$ cat src/rtl/adc_ref_clk_ctrl.sv
// adc_ref_clk_ctrl: lock-gated, divided, glitch-free ADC reference clock sequencer driving ODDR D1/D2
module adc_ref_clk_ctrl #(
  parameter int LOCK_WAIT      = 1024,
  parameter int ADC_RST_CYCLES = 256,
  parameter int SETTLE_CYCLES  = 4096,
  parameter int DIV_WIDTH      = 8
) (
  input  logic                 clk,
  input  logic                 rst,
  input  logic                 mmcm_locked,
  input  logic                 enable,
  input  logic [DIV_WIDTH-1:0] div_ratio,
  output logic                 oddr_d1,
  output logic                 oddr_d2,
  output logic                 adc_rst,
  output logic                 clk_running,
  output logic                 adc_ready,
  output logic                 lock_lost
);
  localparam int LW   = $clog2(LOCK_WAIT + 1);
  localparam int SMAX = (ADC_RST_CYCLES > SETTLE_CYCLES) ? ADC_RST_CYCLES : SETTLE_CYCLES;
  localparam int CW   = $clog2(SMAX + 1);
  typedef enum logic [2:0] {IDLE, WAIT_LOCK, START, SETTLE, READY, STOP} state_t;
  state_t state, next;
  logic s1, lk, lost, run;
  logic [LW-1:0] lock_cnt;
  logic [CW-1:0] cnt;
  logic [DIV_WIDTH-1:0] n, ph;
  assign run = state inside {START, SETTLE, READY, STOP};
  always_comb begin
    next = state;
    case (state)
      IDLE:      next = enable ? WAIT_LOCK : IDLE;
      WAIT_LOCK: next = !enable ? IDLE : (lk && lock_cnt == LW'(LOCK_WAIT)) ? START : WAIT_LOCK;
      START:     next = !lk ? WAIT_LOCK : !enable ? STOP : (cnt == CW'(ADC_RST_CYCLES - 1)) ? SETTLE : START;
      SETTLE:    next = !lk ? WAIT_LOCK : !enable ? STOP : (cnt == CW'(SETTLE_CYCLES - 1)) ? READY : SETTLE;
      READY:     next = !lk ? WAIT_LOCK : !enable ? STOP : READY;
      STOP:      next = !lk ? WAIT_LOCK : (ph == n - DIV_WIDTH'(1)) ? IDLE : STOP;
      default:   next = IDLE;
    endcase
  end
  always_ff @(posedge clk) begin
    if (rst) begin
      state       <= IDLE;
      s1          <= 1'b0;
      lk          <= 1'b0;
      lock_cnt    <= '0;
      cnt         <= '0;
      n           <= '0;
      ph          <= '0;
      lost        <= 1'b0;
      oddr_d1     <= 1'b0;
      oddr_d2     <= 1'b0;
      adc_rst     <= 1'b1;
      clk_running <= 1'b0;
      adc_ready   <= 1'b0;
      lock_lost   <= 1'b0;
    end else begin
      state       <= next;
      s1          <= mmcm_locked;
      lk          <= s1;
      lock_cnt    <= (state == WAIT_LOCK && next == WAIT_LOCK && lk) ? lock_cnt + LW'(1) : '0;
      cnt         <= ((state == START || state == SETTLE) && next == state) ? cnt + CW'(1) : '0;
      ph          <= (run && ph != n - DIV_WIDTH'(1)) ? ph + DIV_WIDTH'(1) : '0;
      if (state == WAIT_LOCK && next == START)
        n <= (div_ratio == '0) ? DIV_WIDTH'(1) : div_ratio;
      lost        <= (run && !lk) ? 1'b1 : (state == IDLE && enable) ? 1'b0 : lost;
      // Outputs trail the state by one edge; a half-cycle is high while 2*ph(+1) < N.
      oddr_d1     <= run && ({ph, 1'b0} < {1'b0, n});
      oddr_d2     <= run && ({ph, 1'b1} < {1'b0, n});
      adc_rst     <= !(state == SETTLE || state == READY);
      clk_running <= run;
      adc_ready   <= state == READY;
      lock_lost   <= lost;
    end
  end
endmodule

$ cat config.mk
export PLATFORM = sky130hd
export DESIGN_NAME = adc_ref_clk_ctrl
export DESIGN_NICKNAME = d
export VERILOG_FILES = /design/src/rtl/adc_ref_clk_ctrl.sv
export SDC_FILE = /design/constraint.sdc
export NUM_CORES = 1
export LEC_CHECK = 0
export ABC_AREA = 1
export BUFFER_PORTS_ARGS = -buffer_cell sky130_fd_sc_hd__buf_2
export CAP_MARGIN = 20
export CORE_UTILIZATION = 32
export CTS_BUF_LIST = sky130_fd_sc_hd__clkbuf_4
export DETAILED_ROUTE_END_ITERATION = 16
export HOLD_SLACK_MARGIN = 0.15
export PLACE_DENSITY_LB_ADDON = 0.12
export SYNTH_ARGS = -nofsm -noshare
export SYNTH_HDL_FRONTEND = slang
export SYNTH_SLANG_ARGS = --single-unit
$ cat constraint.sdc
create_clock -name clk -period 1.83 [get_ports clk]
set_input_delay 0.0915 -clock clk [delete_from_list [all_inputs] [get_ports clk]]
set_output_delay 0.0915 -clock clk [all_outputs]
set_load 0.005 [all_outputs]
==> impl_metrics.yaml <==
power:
  ir_drop_mv: 0.263
  leakage_nw: 1.45
  power_w: 0.00176
  p_per_area_nw_per_um2: 509
synth:
  yosysTopAreaCell: "dfxtp_1"
  synth_common_cells: "71 x nand2_1, 52 x dfxtp_1, 50 x nor2_1"
  muxShareOfSynthArea: 0
  synth.distinct_cells: 29
  synth_area_sq_um: 2720
  syn_nets: 398
  synth_top_family_by_area: "simple AND/OR/NAND/NOR gates"
  synthXorXnorAreaFrac: 0.0677
  yosysMostFrequentCell: "nand2_1"
  synth_edf_count: 0
  synth_area_leaders: "dfxtp_1 38%, nand2_1 9.8%, nor2_1 6.9%, inv_1 6.1%, ha_1 6.0%"
  async_reset_ff_frac: 0
  synth_flop_cell: "dfxtp_1"
  synth-simple-area-share: 0.322
  syn_inst: 373
  synthAdderAreaFrac: 0.0599
  synth_compound_area_frac: 0.0815
  syn_avg_cell_area_sq_um: 7.28
  synth_top_cell_area_share: 0.383
  ys_warn_count: 0
  ys_ff_latch: 52
  ys_seq_area_frac: 0.383
floorplan:
  coreArea_sq_um: 8220
  ios: 18
  rows: 33
  die_x_um: 94.1
  fp.dieH_um: 94.1
  dieArea_sq_um: 8860
  initial_core_util: 0.331
layout:
  antennaDiodeCount: 0
  area_delta_synth_final_pct: 27.1
  design_area_sq_um: 3450
  fin_util: 0.420
  finalNetCount: 453
  drive_gt1_frac: 0.263
global_routing:
  grt_pass1_vias: 2281
  grt_pass1_wl_mm: 9.91
  grt_start_max_net_pins: 15
  antenna_found_initial: 0
  grtUsageTotal: 0.143
  overflow: 0
flow_run:
  maxCapViolCount: 0
routing:
  drcViolationCount: 0
  vias: 2375
  initialDrtViolationCount: 44
  dr.pass1.iters: 4
  routed_wirelength_mm: 5.79
  final_antenna_net_count: 0
  wl_per_cell_um: 10.8
  vias_per_cell: 4.45
cts:
  cts.sinks: 52
  cts_root_buffer: "clkbuf_4"
  cts.htree.levels: 2
  numCtsBuffers: 5
  insertion_delay_ns: 0.36
  cts_tree: "built"
  cts.path.max_buffers: 2
  clk_pin_slew_ns: 0.14
timing:
  finalCriticalPeriod_ns: 1.82
  period_share: 0.995
  rsz0062_at_grt: "true"
  tightestPinTransition_ns: 0.341
  slew_headroom: 0.771
  holdWs_ns: 0.413
  setup_viol: 0
  hold_viol: 0
  tns_ns: 0
  slew_violations: 0
  skew_ns: 0.0112
  timing.fmax_mhz: 549
worst_hold_path:
  hp-start: "s1"
  hold_class: "register to register"
  min_path_cells: 2
  min_to: "lk"
worst_setup_path:
  endpoint_kind: "register"
  arrival_ns: 2.13
  startpoint_type: "register"
  r2r_slack_ns: 0.009
  reg2reg_depth: 16
  reg2reg_to: "cnt[9]"
  required_ns: 2.14
  crit_fanout: 6
  path_class: "register to register"
  r2r_start: "n[1]"
place:
  place_hpwl_mm: 4.31
  routabilityCongestion: 0.811
  numPortBuffers: 17
  dpl_cell_area_sq_um: 3040
status:
  outcome: "finished clean"
## worst max path at each step
stage               endpoint  slack (ns)  cells past startpoint  startpoint
CTS                   cnt[8]       0.004                     15        n[1]
finish                cnt[9]       0.009                     16        n[1]
global route         cnt[12]       -0.12                     14      cnt[0]
global placement      cnt[6]        0.04                     13      cnt[0]
floorplan             cnt[2]        0.09                     15        n[0]
detailed placement    cnt[8]       -0.02                     16        n[1]
## through the flow
stage | instances | setup slack [ns]
global route | 534 | -0.124
floorplan | 373 | 0.0911
finish | 534 | 0.00919
global placement | 507 | 0.0400
detailed placement | 507 | -0.0194
CTS | 528 | 0.00434
## metal layers
metal,global-route usage,share of wire
met5,0,0
met4,0.0449,0.013
met3,0.0299,0.023
met2,0.252,0.49
met1,0.173,0.48
## cells by family after synthesis
logic type / Yosys count
compound gates: 39
xor+xnor: 21
fa+ha+maj: 13
buf+inv: 60
flops: 52
simple gates: 188
## critical path, cell delays in order, from the launching register on
cell       delay (ns)
dfxtp_4          0.41
inv_4            0.04
ha_4             0.17
inv_2            0.05
nand2_2          0.05
nand2_1          0.05
nand2_1          0.06
nand2_2          0.07
nand3_2          0.09
nor2_4           0.13
nand3_2          0.09
nand2_2          0.10
nand2_2          0.05
nand2_2          0.07
nand3_4          0.10
clkbuf_16        0.18
nor2_2           0.07
## area by class of cell
| class | instances | area [sq um] |
|---|---|---|
| Multi-Input combinational cell | 261 | 1590 |
| Timing Repair Buffer | 52 | 410 |
| Inverter | 56 | 213 |
| Tap cell | 105 | 131 |
| Fill cell | 873 | 4760 |
| Sequential cell | 52 | 1050 |
| Clock buffer | 7 | 52.6 |
| Clock inverter | 1 | 3.75 |
## sequential cells by signal, indices dropped and copies added (netlist names)
| signal | flops |
|---|---|
| n | 8 |
| lock_cnt | 11 |
| clk_running | 1 |
| state | 3 |
| lost | 1 |
| cnt | 13 |
| s1 | 1 |
| lk | 1 |
| oddr_d1 | 1 |
| adc_rst | 1 |
| ph | 8 |
| adc_ready | 1 |
| oddr_d2 | 1 |
| lock_lost | 1 |
## power breakdown
| part | internal (W) | total [W] | leakage, nW | switching (W) |
|---|---|---|---|---|
| clock | 0.000179 | 0.000534 | 0.0338 | 0.000356 |
| sequential | 0.00113 | 0.00114 | 0.422 | 0.00000288 |
| combinational | 0.0000442 | 0.0000845 | 0.994 | 0.0000402 |
## layout by cell type (no fill, tap or decap), types with 7 or more instances in the layout
cell type,instances
a21oi_1,19
buf_2,17
buf_4,20
clkbuf_4,7
dfxtp_1,47
dlygate4sd3_1,13
ha_1,11
inv_1,41
inv_2,14
nand2_1,64
nand2_2,10
nand3_1,18
nand4_1,7
nor2_1,42
nor2_2,14
nor2_4,9
o21ai_0,13
xor2_1,14
## repair_timing
item,CTS,global route
cloned,0,1
endpoints found under the setup margin,13,23
pin swaps,0,8
buffers inserted,0,5
hold buffers,13,0
hold endpoints to repair,16,0
gates resized for setup,5,40
Power figures use the tool's default switching activity.
